<file path="config.mk">
export PLATFORM = sky130hd
export DESIGN_NAME = snn_step_sched_flat
export DESIGN_NICKNAME = d
export VERILOG_FILES = /design/src/rtl/snn_step_sched_if.sv /design/src/rtl/snn_step_sched.sv /design/src/flat_wrapper.sv
export SDC_FILE = /design/constraint.sdc
export NUM_CORES = 2
export LEC_CHECK = 0
export ABC_AREA = 1
export BUFFER_PORTS_ARGS = -buffer_cell sky130_fd_sc_hd__buf_4
export CORE_AREA = 2 2 432 434
export CTS_BUF_LIST = sky130_fd_sc_hd__clkbuf_8
export DETAILED_ROUTE_END_ITERATION = 10
export DIE_AREA = 0 0 434 436
export GPL_TIMING_DRIVEN = 1
export SLEW_MARGIN = 15
export SYNTH_ARGS = -nofsm -noshare
export SYNTH_HDL_FRONTEND = slang
export SYNTH_SLANG_ARGS = --single-unit
</file>
<file path="constraint.sdc">
create_clock -name clk -period 8.65 [get_ports clk]
set_input_delay 0.865 -clock clk [delete_from_list [all_inputs] [get_ports clk]]
set_output_delay 0.865 -clock clk [all_outputs]
set_load 0.02 [all_outputs]
</file>
<file path="src/rtl/snn_step_sched_if.sv">
// -----------------------------------------------------------------------------
// snn_step_sched_if
// Event-frame handshake between an event source (master) and the step
// scheduler (slave). One frame of F event bits moves on ev_valid & ev_ready.
//
// Signals:
//   ev_valid  source -> scheduler  frame on ev_data is valid
//   ev_ready  scheduler -> source  scheduler is waiting for a frame
//   ev_data   source -> scheduler  F-bit event frame
// -----------------------------------------------------------------------------
interface snn_step_sched_if #(
    parameter int F = 48
) ();
    logic         ev_valid;
    logic         ev_ready;
    logic [F-1:0] ev_data;

    modport master (output ev_valid, output ev_data, input ev_ready);
    modport slave  (input ev_valid, input ev_data, output ev_ready);
endinterface

</file>
<file path="src/rtl/snn_step_sched.sv">
// -----------------------------------------------------------------------------
// snn_step_sched
// Sequences one sample of a spiking network: T_STEPS times it fetches an
// event frame, pulses the core for one step, and accumulates the returned
// spikes into saturating per-neuron counters. It can optionally run an STDP
// sweep (F*N cycles) after every step, and ends by scanning the counters for
// the most active neuron.
//
// Optional feature: define SNN_SCHED_STDP_EN to build the LEARN state and the
// stdp_* drive. Without it learn_cfg is ignored and stdp_* are tied to 0.
//
// Ports:
//   clk, rst            clock, synchronous active-high reset
//   i_start             begin a sample (only acted on while idle)
//   i_abort             cancel the current sample, no done pulse
//   i_learn_cfg         run STDP sweeps for this sample (captured at start)
//   o_busy, o_done      not-idle flag, one-cycle completion pulse
//   ev_if               event-frame handshake (slave side)
//   o_core_step         one-cycle clock enable for the core datapath
//   o_core_event_vec    captured event frame presented to the core
//   i_core_spikes       registered spike vector from the core
//   o_stdp_enable, o_stdp_pre_bits, o_stdp_post_bits   STDP engine control
//   o_spike_cnt         per-neuron counts, neuron n at [n*CNT_W +: CNT_W]
//   o_winner, o_win_valid  argmax neuron, high when any spike was counted
// -----------------------------------------------------------------------------
module snn_step_sched #(
    parameter  int F       = 48,
    parameter  int N       = 96,
    parameter  int T_STEPS = 32,
    parameter  int CNT_W   = 8,
    localparam int IDX_W   = (N > 1) ? $clog2(N) : 1
) (
    input  logic               clk,
    input  logic               rst,
    input  logic               i_start,
    input  logic               i_abort,
    input  logic               i_learn_cfg,
    output logic               o_busy,
    output logic               o_done,
    snn_step_sched_if.slave    ev_if,
    output logic               o_core_step,
    output logic [F-1:0]       o_core_event_vec,
    input  logic [N-1:0]       i_core_spikes,
    output logic               o_stdp_enable,
    output logic [F-1:0]       o_stdp_pre_bits,
    output logic [N-1:0]       o_stdp_post_bits,
    output logic [N*CNT_W-1:0] o_spike_cnt,
    output logic [IDX_W-1:0]   o_winner,
    output logic               o_win_valid
);

    localparam int STEP_W = (T_STEPS > 1) ? $clog2(T_STEPS) : 1;
    localparam logic [STEP_W-1:0] LAST_STEP = STEP_W'(T_STEPS - 1);
    localparam logic [IDX_W-1:0]  LAST_IDX  = IDX_W'(N - 1);
    localparam logic [CNT_W-1:0]  CNT_MAX   = '1;
`ifdef SNN_SCHED_STDP_EN
    localparam int LRN_W = (F * N > 1) ? $clog2(F * N) : 1;
    localparam logic [LRN_W-1:0]  LAST_LRN  = LRN_W'(F * N - 1);
`endif

    typedef enum logic [2:0] {
        S_IDLE,
        S_FETCH,
        S_STEP,
        S_SAMPLE,
`ifdef SNN_SCHED_STDP_EN
        S_LEARN,
`endif
        S_ARGMAX,
        S_DONE
    } state_t;

    state_t              r_state;
    logic [STEP_W-1:0]   r_stepIdx;
    logic [F-1:0]        r_frame;
    logic [N-1:0]        r_post;
    logic [N*CNT_W-1:0]  r_cnt;
    logic [IDX_W-1:0]    r_winner;
    logic                r_winValid;
    logic [IDX_W-1:0]    r_scanIdx;
    logic [IDX_W-1:0]    r_bestIdx;
    logic [CNT_W-1:0]    r_bestCnt;
    logic                r_busy;
    logic                r_done;
    logic                r_evReady;
    logic                r_coreStep;
`ifdef SNN_SCHED_STDP_EN
    logic                r_learn;
    logic [LRN_W-1:0]    r_learnCnt;
    logic                r_stdpEn;
`endif

    logic [CNT_W-1:0]    w_curCnt;
    logic                w_better;

    // Counter under inspection during the argmax scan; a strictly greater
    // count is needed to displace the running best, so ties keep the lower index.
    assign w_curCnt = r_cnt[32'(r_scanIdx) * CNT_W +: CNT_W];
    assign w_better = (w_curCnt > r_bestCnt);

    // Whole sample sequencer. Outputs are registered and set on the edge that
    // enters the state they belong to. Abort outranks every transition, reset
    // outranks abort. Abort leaves counters and results untouched.
    always_ff @(posedge clk) begin
        if (rst) begin
            r_state    <= S_IDLE;
            r_stepIdx  <= '0;
            r_frame    <= '0;
            r_post     <= '0;
            r_cnt      <= '0;
            r_winner   <= '0;
            r_winValid <= 1'b0;
            r_scanIdx  <= '0;
            r_bestIdx  <= '0;
            r_bestCnt  <= '0;
            r_busy     <= 1'b0;
            r_done     <= 1'b0;
            r_evReady  <= 1'b0;
            r_coreStep <= 1'b0;
`ifdef SNN_SCHED_STDP_EN
            r_learn    <= 1'b0;
            r_learnCnt <= '0;
            r_stdpEn   <= 1'b0;
`endif
        end else if (i_abort) begin
            r_state    <= S_IDLE;
            r_busy     <= 1'b0;
            r_done     <= 1'b0;
            r_evReady  <= 1'b0;
            r_coreStep <= 1'b0;
`ifdef SNN_SCHED_STDP_EN
            r_stdpEn   <= 1'b0;
`endif
        end else begin
            r_done <= 1'b0;
            case (r_state)
                S_IDLE: begin
                    if (i_start) begin
                        r_stepIdx  <= '0;
                        r_cnt      <= '0;
                        r_winner   <= '0;
                        r_winValid <= 1'b0;
                        r_busy     <= 1'b1;
                        r_evReady  <= 1'b1;
                        r_state    <= S_FETCH;
`ifdef SNN_SCHED_STDP_EN
                        r_learn    <= i_learn_cfg;
`endif
                    end
                end
                S_FETCH: begin
                    if (ev_if.ev_valid) begin
                        r_frame    <= ev_if.ev_data;
                        r_evReady  <= 1'b0;
                        r_coreStep <= 1'b1;
                        r_state    <= S_STEP;
                    end
                end
                S_STEP: begin
                    r_coreStep <= 1'b0;
                    r_state    <= S_SAMPLE;
                end
                S_SAMPLE: begin
                    for (int n = 0; n < N; n++) begin
                        if (i_core_spikes[n] && (r_cnt[n*CNT_W +: CNT_W] != CNT_MAX)) begin
                            r_cnt[n*CNT_W +: CNT_W] <= r_cnt[n*CNT_W +: CNT_W] + CNT_W'(1);
                        end
                    end
                    r_post <= i_core_spikes;
`ifdef SNN_SCHED_STDP_EN
                    if (r_learn) begin
                        r_learnCnt <= '0;
                        r_stdpEn   <= 1'b1;
                        r_state    <= S_LEARN;
                    end else
`endif
                    if (r_stepIdx < LAST_STEP) begin
                        r_stepIdx <= r_stepIdx + STEP_W'(1);
                        r_evReady <= 1'b1;
                        r_state   <= S_FETCH;
                    end else begin
                        r_scanIdx <= '0;
                        r_bestIdx <= '0;
                        r_bestCnt <= '0;
                        r_state   <= S_ARGMAX;
                    end
                end
`ifdef SNN_SCHED_STDP_EN
                S_LEARN: begin
                    if (r_learnCnt == LAST_LRN) begin
                        r_stdpEn <= 1'b0;
                        if (r_stepIdx < LAST_STEP) begin
                            r_stepIdx <= r_stepIdx + STEP_W'(1);
                            r_evReady <= 1'b1;
                            r_state   <= S_FETCH;
                        end else begin
                            r_scanIdx <= '0;
                            r_bestIdx <= '0;
                            r_bestCnt <= '0;
                            r_state   <= S_ARGMAX;
                        end
                    end else begin
                        r_learnCnt <= r_learnCnt + LRN_W'(1);
                    end
                end
`endif
                S_ARGMAX: begin
                    if (w_better) begin
                        r_bestCnt <= w_curCnt;
                        r_bestIdx <= r_scanIdx;
                    end
                    // The last neuron is folded in directly so the result is
                    // ready on the same edge that enters DONE.
                    if (r_scanIdx == LAST_IDX) begin
                        r_winner   <= w_better ? r_scanIdx : r_bestIdx;
                        r_winValid <= w_better || (r_bestCnt != '0);
                        r_done     <= 1'b1;
                        r_state    <= S_DONE;
                    end else begin
                        r_scanIdx <= r_scanIdx + IDX_W'(1);
                    end
                end
                S_DONE: begin
                    r_busy  <= 1'b0;
                    r_state <= S_IDLE;
                end
                default: begin
                    r_busy     <= 1'b0;
                    r_evReady  <= 1'b0;
                    r_coreStep <= 1'b0;
                    r_state    <= S_IDLE;
                end
            endcase
        end
    end

    // Strobes are masked by abort so the core and STDP engine never act on a
    // cycle that is being cancelled.
    assign ev_if.ev_ready   = r_evReady & ~i_abort;
    assign o_busy           = r_busy;
    assign o_done           = r_done;
    assign o_core_step      = r_coreStep & ~i_abort;
    assign o_core_event_vec = r_frame;
    assign o_spike_cnt      = r_cnt;
    assign o_winner         = r_winner;
    assign o_win_valid      = r_winValid;

`ifdef SNN_SCHED_STDP_EN
    assign o_stdp_enable    = r_stdpEn & ~i_abort;
    assign o_stdp_pre_bits  = r_stdpEn ? r_frame : '0;
    assign o_stdp_post_bits = r_stdpEn ? r_post  : '0;
`else
    logic w_unused;
    assign w_unused         = &{1'b0, i_learn_cfg, r_post};
    assign o_stdp_enable    = 1'b0;
    assign o_stdp_pre_bits  = '0;
    assign o_stdp_post_bits = '0;
`endif

endmodule
</file>
<file path="src/flat_wrapper.sv">
// flat-port wrapper written by rule: the top's interface ports become plain ports
module snn_step_sched_flat 
#(
    parameter  int F       = 48,
    parameter  int N       = 96,
    parameter  int T_STEPS = 32,
    parameter  int CNT_W   = 8,
    localparam int IDX_W   = (N > 1) ? $clog2(N) : 1
)
  (clk, rst, i_start, i_abort, i_learn_cfg, o_busy, o_done, o_core_step, o_core_event_vec, i_core_spikes, o_stdp_enable, o_stdp_pre_bits, o_stdp_post_bits, o_spike_cnt, o_winner, o_win_valid, ev_if_ev_valid, ev_if_ev_data, ev_if_ev_ready);
  snn_step_sched_if #(.F(F)) ev_if_i ();
  input  logic clk;
  input  logic rst;
  input  logic i_start;
  input  logic i_abort;
  input  logic i_learn_cfg;
  output logic o_busy;
  output logic o_done;
  output logic o_core_step;
  output logic [F-1:0] o_core_event_vec;
  input  logic [N-1:0] i_core_spikes;
  output logic o_stdp_enable;
  output logic [F-1:0] o_stdp_pre_bits;
  output logic [N-1:0] o_stdp_post_bits;
  output logic [N*CNT_W-1:0] o_spike_cnt;
  output logic [IDX_W-1:0] o_winner;
  output logic o_win_valid;
  input wire logic [$bits(ev_if_i.ev_valid)-1:0] ev_if_ev_valid;
  input wire logic [$bits(ev_if_i.ev_data)-1:0] ev_if_ev_data;
  output wire logic [$bits(ev_if_i.ev_ready)-1:0] ev_if_ev_ready;
  assign ev_if_i.ev_valid = ev_if_ev_valid;
  assign ev_if_i.ev_data = ev_if_ev_data;
  assign ev_if_ev_ready = ev_if_i.ev_ready;
  snn_step_sched #(.F(F), .N(N), .T_STEPS(T_STEPS), .CNT_W(CNT_W)) u_core (.clk(clk), .rst(rst), .i_start(i_start), .i_abort(i_abort), .i_learn_cfg(i_learn_cfg), .o_busy(o_busy), .o_done(o_done), .ev_if(ev_if_i), .o_core_step(o_core_step), .o_core_event_vec(o_core_event_vec), .i_core_spikes(i_core_spikes), .o_stdp_enable(o_stdp_enable), .o_stdp_pre_bits(o_stdp_pre_bits), .o_stdp_post_bits(o_stdp_post_bits), .o_spike_cnt(o_spike_cnt), .o_winner(o_winner), .o_win_valid(o_win_valid));
endmodule
</file>
# Yosys cells after proc, flatten, opt, wreduce, memory -nomap -nowiden
# Cells that the tools add are included.
# W data, S select, Z words.
[word_totals]
ff_bits = 858
in_bits = 150
[classes]
addsub = 98
magnitude_cmp = 2
n_eq_ne = 205
shifts = 1
mux = 128
bitwise_logic = 7
reduce_logical = 213
[op_table]
columns = ["op", "n"]
rows = [
  ["$pmux W768 S2", 1],
  ["$mux W8", 98],
  ["$add A8 B1 Y8 const B", 96],
  ["$mux W768", 1],
  ["$ne A8 B8 Y1 const B", 96],
  ["$shiftx A768 B11 Y8", 1],
  ["$reduce_and A4 Y1", 101],
  ["$ne A2 B1 Y1 const B", 99],
  ["$logic_and A1 B1 Y1", 96],
  ["$pmux W7 S2", 3],
  ["$mux W7", 5],
  ["$pmux W8 S2", 1],
  ["$pmux W3 S5", 1],
  ["$mux W3", 4],
  ["$mux W5", 2],
  ["$pmux W5 S2", 1],
  ["$reduce_and A3 Y1", 3],
  ["$gt A8 B8 Y1", 1],
  ["$ne A2 B2 Y1 const B", 4],
  ["$reduce_bool A8 Y1", 1],
  ["$reduce_or A4 Y1", 2],
  ["$add A7 B1 Y7 const B", 1],
  ["$eq A7 B7 Y1 const B", 1],
  ["$mux W1", 7],
  ["other kinds (15)", 28],
]

# Logic depth before layout (Yosys ltp)
[depth]
depth_word = 5
mapped_depth = 28

# Worst setup path before layout
# No wires, ideal clock.
[synth_path]
path_type = "register to register"
startpoint = "register u_core.r_scanIdx[0]"
endpoint = "register u_core.r_bestCnt[0]"
setup_ns = 0.070
arrival_ns = 3.111
required_ns = 8.580
slack_ns = 5.468
path_stages_with_launch = 23
path_buffers = 4
cell_sequence = "dfxtp_1 buf_2 clkbuf_1 buf_2 buf_1 a21oi_1 o21ai_0 o211ai_1 nand3_1 nand2_1 nand3_1 nand2_1 ha_1 nand2_1 o21ai_0 nand2_1 o211ai_1 nand2_1 inv_1 nand2_2 nor2_1 nand2_1 a21oi_1"
[synth_via]
elab_chain_len = 4
[synth_lines]
columns = ["item", "line", "rtl"]
rows = [
  ["from (decl)", "snn_step_sched.sv:80", "logic [IDX_W-1:0] r_scanIdx;"],
  ["from (signal assigned)", "snn_step_sched.sv:220", "r_scanIdx <= r_scanIdx + IDX_W'(1);"],
  ["$shiftx A768 B11 Y8 (*)", "snn_step_sched.sv:98", "assign w_curCnt = r_cnt[32'(r_scanIdx) * CNT_W +: CNT_W];"],
  ["$gt A8 B8 Y1", "snn_step_sched.sv:99", "assign w_better = (w_curCnt > r_bestCnt);"],
  ["$ne A2 B1 Y1 (no source line)", "n/a", ""],
  ["$reduce_and A4 Y1 (no source line)", "n/a", ""],
  ["to (signal assigned)", "snn_step_sched.sv:209", "r_bestCnt <= w_curCnt;"],
  ["to (decl)", "snn_step_sched.sv:82", "logic [CNT_W-1:0] r_bestCnt;"],
]
# Every way passes the cells marked *; elsewhere a longest branch is shown, timed or not. The select of a mux whose other input is x is not followed.
# A chain may end at the register's enable or synchronous reset.

# Worst setup path after layout
[layout_path]
startpoint = "register u_core.r_scanIdx[1]"
endpoint = "register u_core.r_bestCnt[1]"
# The elaborated chain is that of the path after synthesis.

==> metrics.txt <==
first-pass GRT wire length approximately 330000 um; CTS resizes 0; main flop type after synthesis dfxtp_1; Routed Antenna Nets 0; Post-Synthesis Cell Area 0.0466 mm2; Net Sw Frac 27.6%; Worst setup SP type flop; Die W between 400 and 500 um; Total GRT Usage around 23%; latest clock arrival within the worst-skew pair slightly below 1 ns; Area contributors post-synth dfxtp_1 37%, nand2_1 12%, a21oi_1 8.5%, nand3_1 7.6%, o21ai_0 7.4%; RSZ-0062 raised after global routing false; wirelength, routed ~230000 um; global-route met3 utilization 5.57%; Yosys cell types 42; Nets around 8300; Seq pwr share between 40% and 50%; f_max 181 MHz; M2 GR Usage 37.3%; leading area contributor after synthesis dfxtp_1; fin area ~0.059 mm2; post-synthesis cell count between 7000 and 8000; layout cells sized above 1 ~16%; Hold Fails Final Rpt 0; Worst EP required between 9 and 10 ns; TNS Setup 0 ns; Max Cap Viol 0; PD cells about 150 mW/mm2; Port Buf Inserts around 1000; CTS buffer count between 150 and 200; Commonest cells post-synth 1512 x nand2_1, 901 x nor2_1, 858 x dfxtp_1; GRT Max-Usage Layer met2; Leak Pwr approximately 0.025 uW; Iter 0 DRT Violations between 4000 and 5000; clock power share between 40% and 50%; vias in the first global route 47500; TritonRoute pass-1 iters 6; number of synthesized flops with an enable pin 0; Synth warnings 0; most frequent cell after synthesis nand2_1; hpwl dp roughly 170000 um; Ports roughly 1100; M1 GR Usage 27.3%; Rows approximately 160; setup skew after layout approximately 0.057 ns; Setup Fix Bufs, Post-CTS 0; CP max FO a little over 60; gr ovfl total 0; Area Growth Syn to Fin 26.8%; CTS Root Cell clkbuf_8; # DRC 0; Combinational Power Share 6.3%; Int Pwr around 6300 uW; outcome finished clean; Critical Path End Type flop; routed len/inst about 22 um; Critical Path AT approximately 6.4 ns; Core Region about 0.18 mm2; vias per cell around 5; final worst-path cycle share 63.9%; initial antenna violation count 17; Die H roughly 440 um; normalized max-slew margin between 30% and 40%; Max VDD drop around 0.11 mV; Die Area between 0.15 and 0.2 mm2; Vias 52800; Synth Area per Inst roughly 6.5 um2; Slew @ Worst Pin around 1.0 ns; min cycle time layout between 5 and 6 ns; CTS tree built; CP Class flop to flop; hold buffers post-CTS 0; Reg clk slew, reported paths about 0.060 ns; Max clock buf depth 3; Post-DP Area 0.0557 mm2; CTS Sinks approximately 860; Seq/Total Area, Yosys between 30% and 40%; Initial Utilization about a quarter; Max Slew Vio Count 0; Hold Path Class input pin to flop; largest net degree at the start of global routing 170; Yosys reg bits approximately 860; Final Setup Violations 0; Psw ~2400 uW; FFs w/ async S/R, synth 0%; Final GP Congestion 0.979; top-area cell type share of the netlist area 36.9%; H-tree depth 4
[routing by layer]
metal	vias up	part of all wire, %
li1	25300	-
met1	24600	39
met2	2301	46
met3	550	7.9
met4	2	7.2
met5	-	0.0056
[cell type report]
cell class / count / area (um2)
multi-input combinational: 5312 / 24900
clock inverter: 90 / 503
clock buffer: 204 / 2810
inverter: 719 / 2730
sequential: 858 / 17200
fill: 20400 / 126000
timing repair buffer: 1015 / 7720
antenna: 16 / 40.0
tap: 2480 / 3100
[state kept, by name, indices dropped and copies added (netlist names)]
| name | cells |
|---|---|
| u_core.r_bestIdx | 7 |
| u_core.r_evReady | 1 |
| u_core.r_state | 3 |
| u_core.r_coreStep | 1 |
| u_core.o_done | 1 |
| u_core.r_stepIdx | 5 |
| u_core.o_winner | 7 |
| u_core.r_scanIdx | 7 |
| u_core.o_busy | 1 |
| u_core.r_bestCnt | 8 |
| u_core.o_spike_cnt | 768 |
| u_core.o_win_valid | 1 |
| u_core.o_core_event_vec | 48 |
[stage by stage]
step | hold WS [ns] | worst slack (ns) | std cells | util, % | total power, uW
finish | 0.163 | 3.12 | 10700 | 32.0 | 8700
global route | 0.0842 | 2.84 | 10700 | 32.0 | 9040
CTS | 0.0165 | 3.10 | 10700 | 31.9 | 8810
detailed placement | 0.454 | 3.16 | 10400 | 30.2 | 4600
global placement | 0.452 | 3.16 | 10400 | 30.2 | 4590
floorplan | 0.439 | 5.47 | 7337 | - | 4440
[critical path: stages (launching register included)]
cell,delay [ns]
dfxtp_4,0.46
inv_6,0.47
buf_4,0.64
nor2_1,0.11
nand2_1,0.08
a21oi_1,0.08
nor2_1,0.24
nand2_1,0.29
nand3_1,0.17
nand2_1,0.07
nand2_1,0.08
nand2_1,0.09
ha_1,0.31
a21oi_1,0.07
o21ai_0,0.19
nand2_1,0.08
o211ai_1,0.10
nand2_1,0.12
inv_1,0.40
nand2_2,0.27
nor2_1,0.63
nand2_1,0.15
a21oi_1,0.15
[cell usage in the layout, fill, tap and decap left out, types with 5 or more instances in the layout]
cell	synthesis	layout
o221ai_1	6	6
nor4_1	13	13
dfxtp_1	858	855
clkbuf_8	0	204
a21oi_1	794	794
ha_1	106	106
inv_1	703	764
a31oi_1	5	5
buf_4	153	1006
a211oi_1	9	9
o21a_1	7	7
nand3_1	705	705
xnor2_1	6	6
diode_2	0	16
conb_1	1	145
inv_8	0	6
o311a_1	26	26
o211ai_1	52	52
inv_2	12	13
clkinvlp_4	0	6
nor2_1	901	899
o21ai_0	693	693
xor2_1	9	9
nor3_1	182	182
clkinv_2	0	9
nand4_1	68	68
and3_1	5	5
buf_12	0	8
nand2_1	1512	1512
nor2_4	21	22
a21boi_0	6	6
nor2_2	22	23
[power groups by stage]
stage	Sequential, uW	Combinational, uW	Clock (uW)
3_5_place_dp	4050	540	0
6_report	3970	545	4190
3_3_place_gp	4050	536	0
5_1_grt	3970	592	4480
4_1_cts	3970	542	4300
2_1_floorplan	4070	376	0
[cells by family after synthesis]
kind of cell / after synthesis / share of synthesized area [%]
and+or+nand+nor: 3438 / 31.1
AOI/OAI and AO/OA: 1608 / 18.1
buffers and inverters: 1167 / 10.8
DFF: 858 / 36.9
adders and majority gates: 106 / 2.85
xor gates and xnor gates: 15 / 0.282
other: 1 / 0.00805
[final timing paths]
| path | start | end | slack (ns) | depth (start not counted) |
|---|---|---|---|---|
| worst max-delay path | u_core.r_scanIdx[1]$_SDFFE_PP0P_ | u_core.r_bestCnt[1]$_SDFFE_PP0P_ | 3.12 | 22 |
| worst min register to register | u_core.r_stepIdx[4]$_SDFFE_PP0P_ | u_core.r_stepIdx[4]$_SDFFE_PP0P_ | 0.47 | 2 |
| worst min-delay path | ev_if_ev_data[9] | u_core.o_core_event_vec[9]$_SDFFE_PP0P_ | 0.16 | 3 |
| worst max register to register | u_core.r_scanIdx[1]$_SDFFE_PP0P_ | u_core.r_bestCnt[1]$_SDFFE_PP0P_ | 3.12 | 22 |
(Power assumes the default switching activity.)
